`src/rtl/wash_phase_timer.sv`:
```
// Phase timer for the wash sequencer: counts minutes inside the current phase
// and emits registered minute strobes; clears on phase change, freezes on pause.
module wash_phase_timer #(
   parameter int unsigned BASE_CYCLES = 60000000,
   parameter int unsigned CNT_W       = 32,
   parameter int unsigned MIN_W       = 4
) (
   input  logic             clk,
   input  logic             rst,
   input  logic [1:0]       clk_freq,
   input  logic [2:0]       phase,
   input  logic             pause,
   output logic             minute_tick,
   output logic             minutes_1,
   output logic             minutes_2,
   output logic             minutes_5,
   output logic [MIN_W-1:0] elapsed_min
);

   localparam logic [2:0]       PH_IDLE = 3'b000;
   localparam logic [MIN_W-1:0] MIN_MAX = {MIN_W{1'b1}};

   logic [2:0]       prev_phase;
   logic             phase_chg;
   logic             phase_run;

   logic [CNT_W-1:0] base_t;
   logic [CNT_W-1:0] period_t;
   logic [CNT_W-1:0] period_m1;
   logic             terminal;

   logic [CNT_W-1:0] prescaler;
   logic [CNT_W-1:0] prescaler_nxt;
   logic [MIN_W-1:0] elapsed_q;
   logic [MIN_W-1:0] elapsed_nxt;
   logic [MIN_W-1:0] elapsed_inc;
   logic             at_max;

   logic             tick_q, tick_nxt;
   logic             m1_q, m1_nxt;
   logic             m2_q, m2_nxt;
   logic             m5_q, m5_nxt;

   assign phase_chg = (phase != prev_phase);

   always_comb begin
      phase_run = 1'b0;
      unique case (phase)
         3'b001, 3'b010, 3'b011, 3'b100: phase_run = 1'b1;
         default:                        phase_run = 1'b0;
      endcase
   end

   // period re-evaluated every cycle so a clk_freq change lands immediately
   assign base_t    = CNT_W'(BASE_CYCLES);
   assign period_t  = base_t << clk_freq;
   assign period_m1 = period_t - CNT_W'(1);
   assign terminal  = (prescaler >= period_m1);

   assign at_max      = (elapsed_q == MIN_MAX);
   assign elapsed_inc = at_max ? elapsed_q : elapsed_q + MIN_W'(1);

   always_comb begin
      prescaler_nxt = prescaler;
      elapsed_nxt   = elapsed_q;
      tick_nxt      = 1'b0;
      m1_nxt        = 1'b0;
      m2_nxt        = 1'b0;
      m5_nxt        = 1'b0;
      if (phase_chg) begin
         prescaler_nxt = '0;
         elapsed_nxt   = '0;
      end else if (!phase_run) begin
         prescaler_nxt = '0;
         elapsed_nxt   = '0;
      end else if (pause) begin
         prescaler_nxt = prescaler;
         elapsed_nxt   = elapsed_q;
      end else if (terminal) begin
         prescaler_nxt = '0;
         elapsed_nxt   = elapsed_inc;
         tick_nxt      = 1'b1;
         // saturated count never re-arms the per-minute strobes
         m1_nxt        = !at_max && (elapsed_inc == MIN_W'(1));
         m2_nxt        = !at_max && (elapsed_inc == MIN_W'(2));
         m5_nxt        = !at_max && (elapsed_inc == MIN_W'(5));
      end else begin
         prescaler_nxt = prescaler + CNT_W'(1);
      end
   end

   always_ff @(posedge clk or negedge rst) begin
      if (!rst) begin
         prev_phase <= PH_IDLE;
         prescaler  <= '0;
         elapsed_q  <= '0;
         tick_q     <= 1'b0;
         m1_q       <= 1'b0;
         m2_q       <= 1'b0;
         m5_q       <= 1'b0;
      end else begin
         prev_phase <= phase;
         prescaler  <= prescaler_nxt;
         elapsed_q  <= elapsed_nxt;
         tick_q     <= tick_nxt;
         m1_q       <= m1_nxt;
         m2_q       <= m2_nxt;
         m5_q       <= m5_nxt;
      end
   end

   assign minute_tick = tick_q;
   assign minutes_1   = m1_q;
   assign minutes_2   = m2_q;
   assign minutes_5   = m5_q;
   assign elapsed_min = elapsed_q;

endmodule

```
`config.mk`:
```
export PLATFORM = sky130hd
export DESIGN_NAME = wash_phase_timer
export DESIGN_NICKNAME = d
export VERILOG_FILES = /design/src/rtl/wash_phase_timer.sv
export SDC_FILE = /design/constraint.sdc
export NUM_CORES = 1
export LEC_CHECK = 0
export CAP_MARGIN = 30
export CORE_MARGIN = 2
export CORE_UTILIZATION = 37
export CTS_CLUSTER_SIZE = 10
export DETAILED_ROUTE_END_ITERATION = 10
export PLACE_DENSITY_LB_ADDON = 0.1
export SLEW_MARGIN = 25
export SYNTH_ARGS = -nofsm -noshare
export SYNTH_HDL_FRONTEND = slang
export SYNTH_SLANG_ARGS = --single-unit
```
`constraint.sdc`:
```
create_clock -name clk -period 4.5 [get_ports clk]
set_input_delay 0.45 -clock clk [delete_from_list [all_inputs] [get_ports clk]]
set_output_delay 0.45 -clock clk [all_outputs]
set_load 0.01 [all_outputs]
```
==> impl_metrics.env <==
export IMPL_timing_final_ws_setup_ns=0.919
export IMPL_synth_seq_area_share_pct=33.9
export IMPL_layout_cells_non_filler=457
export IMPL_root_buffer="clkbuf_8"
export IMPL_finalPower_mw=0.697
export IMPL_row_count=33
export IMPL_io_buffers=15
export IMPL_cts_tree="yes"
export IMPL_grt_pass1_wl_mm=13.1
export IMPL_post_cts_resized=0
export IMPL_cp_arrival_ns=3.74
export IMPL_critical_path_required_ns=4.66
export IMPL_multi_input_area_mm2=0.00198
export IMPL_cp_end_kind="flop"
export IMPL_wl_met1_mm=3.78
export IMPL_ys_types=54
export IMPL_cts_setup_buffers=0
export IMPL_max_cap_violations=0
export IMPL_viasPerCell=5.72
export IMPL_fin_tns_setup_ns=0
export IMPL_synth_edf_count=0
export IMPL_hold_viol=0
export IMPL_clk_path_buf_depth=2
export IMPL_antenna_left=0
export IMPL_diodes=0
export IMPL_drt_total_wl_mm=7.55
export IMPL_fin_util_pct=43.1
export IMPL_rsz0062_at_grt="false"
export IMPL_yosysMostFrequentCell="dfrtp_1"
export IMPL_worst_pin_slew_ns=0.821
export IMPL_drc_errors=0
export IMPL_synth_top_area_cell="dfrtp_1"
export IMPL_met3_length_um=198
export IMPL_setup_viol=0
export IMPL_synth_async_sr_flop_share_pct=100
export IMPL_grtUsageTotal_pct=16.7
export IMPL_die_h_um=96.6
export IMPL_wl_met2_mm=3.51
export IMPL_reg2reg_slack_ns=1.72
export IMPL_fin_hold_ws_ns=0.0499
export IMPL_startpoint_type="input pin"
export IMPL_syn_area_per_cell_um2=9.48
export IMPL_first_iter_violations=117
export IMPL_postCtsHoldBufs=0
export IMPL_slew_headroom_pct=45.0
export IMPL_area_delta_synth_final_pct=12.2
export IMPL_regArea_mm2=0.00108
export IMPL_coreArea_mm2=0.00826
export IMPL_hp_class="input pin to async pin"
export IMPL_fin_crit_ns=3.58
export IMPL_ff2ff_path_depth=9
export IMPL_placed_area_mm2=0.00346
export IMPL_cts_clk_slew_worst_paths_ns=0.09
export IMPL_topRoutingLayerUsed="met4"
export IMPL_grt_max_degree=42
export IMPL_synth_main_ff_cell="dfrtp_1"
export IMPL_final_area_mm2=0.00356
export IMPL_nNetsFinal=395
export IMPL_r2r_end="prescaler[30]"
export IMPL_fin_crit_sh_pct=79.6
export IMPL_ioPinCount=16
export IMPL_post_place_ws_ns=0.630
export IMPL_r2r_start="prescaler[28]"
export IMPL_power_density_mw_per_mm2=196
export IMPL_cellLeakagePower_nw=1.42
export IMPL_skew_ns=0.00897
export IMPL_grt_overflow_total=0
export IMPL_vias=2614
export IMPL_synth_cells=335
export IMPL_wl_per_cell_um=16.5
export IMPL_ys_ff_latch=43
export IMPL_drive_gt1_share_pct=9.38
export IMPL_first_global_vias=2549
export IMPL_synth_warning_count=0
export IMPL_cts_sinks=43
export IMPL_fillCellCount=824
export IMPL_placed_cells=448
export IMPL_yosys_top_cells_count="43 x dfrtp_1, 36 x ha_1, 30 x nand2_1, 21 x nor3_1"
export IMPL_place_congestion=0.823
export IMPL_synth_area_leaders="dfrtp_1 34%, ha_1 14%, xnor2_1 4.4%"
export IMPL_peakVddDrop_mv=0.101
export IMPL_dr_pass1_iters=4
export IMPL_slew_violations=0
export IMPL_fp_dieW_um=96.6
export IMPL_antenna_found_initial=0
export IMPL_crit_path_max_fanout=11
export IMPL_synth_area_mm2=0.00318
export IMPL_cts_buffers=5
export IMPL_clock_latency_ns=0.30
export IMPL_die_area_mm2=0.00934
export IMPL_htreeDepth=2
export IMPL_synth_top_area_share_pct=33.9
export IMPL_initial_utilization_pct=38.5
export IMPL_max_freq_mhz=279
export IMPL_place_hpwl_mm=5.43
export IMPL_crit_type="input pin to flop"
export IMPL_status="complete, no violations"
[worst max-delay path by stage]
stage                     start             to  slack (ns)  cells past startpoint
floorplan           clk_freq[1]  prescaler[25]        1.89                     10
global placement    clk_freq[1]  prescaler[26]        0.78                     12
CTS                 clk_freq[1]  prescaler[30]        0.94                     12
finish              clk_freq[1]  prescaler[30]        0.92                     12
global route        clk_freq[1]      minutes_1        0.73                     11
detailed placement  clk_freq[1]  prescaler[22]        0.63                     12
[flip-flops by register name (all words and copies together), names as in the netlist]
signal / cells
elapsed_min: 4
minute_tick: 1
minutes_1: 1
minutes_2: 1
minutes_5: 1
prescaler: 32
prev_phase: 3
[layer usage]
metal  global-route usage [%]  up-vias
li1                         -     1293
met1                     24.9     1276
met2                     26.3       39
met3                     2.17        6
met4                     2.93        0
met5                        0        -
[cell families after synthesis]
kind of cell	Yosys count	synth area share [%]
AND/OR/NAND/NOR	125	22.7
XOR/XNOR	21	5.79
AO/OA/AOI/OAI	73	18.0
adder cells (fa/ha/maj)	36	14.2
flip-flops	43	33.9
buffers and inverters	33	4.37
multiplexers	3	0.946
other	1	0.118
[power breakdown]
| group | switching (mW) | internal, mW | leakage [nW] |
|---|---|---|---|
| sequential | 0.00161 | 0.388 | 0.594 |
| combinational | 0.0419 | 0.0202 | 0.787 |
| clock | 0.137 | 0.109 | 0.0412 |
| total | 0.180 | 0.516 | 1.42 |
[worst max-delay path, cell delays in order]
cell	delay, ns
clkdlybuf4s50_1	0.62
inv_1	0.21
ha_1	0.36
ha_1	0.33
nand4_1	0.10
nor4_1	0.48
a21oi_1	0.16
o211a_2	0.19
a21oi_2	0.32
buf_4	0.25
buf_4	0.20
nor3_1	0.07
[cell usage in the layout (no fill, tap or decap), types with 3 or more instances in the layout]
cell,netlist,routed
mux2i_1,3,3
nand3_1,14,14
a21oi_1,17,17
nor3_1,21,21
and3_1,5,5
o2111ai_1,4,4
ha_1,36,36
nor4_1,3,3
or3_1,9,9
xor2_1,5,5
nor4b_1,3,3
xnor2_1,16,16
and2_1,3,3
buf_4,2,7
conb_1,1,4
nand4_1,17,17
a2111oi_0,7,7
o21ai_0,6,6
nor2_1,4,4
a211oi_1,8,8
clkbuf_8,0,5
a31o_1,9,9
nand2_1,30,30
inv_1,13,13
dfrtp_1,43,43
a2111oi_2,6,6
clkdlybuf4s50_1,0,14
[area by class of cell]
class                           count  share of cell area, %
Tap cell                          105                   3.69
Multi-Input combinational cell    262                   55.6
Inverter                           15                   1.58
Timing Repair Buffer               24                   6.53
Clock inverter                      2                  0.351
Clock buffer                        6                   2.04
Sequential cell                    43                   30.2
Power figures use the tool's default switching activity.
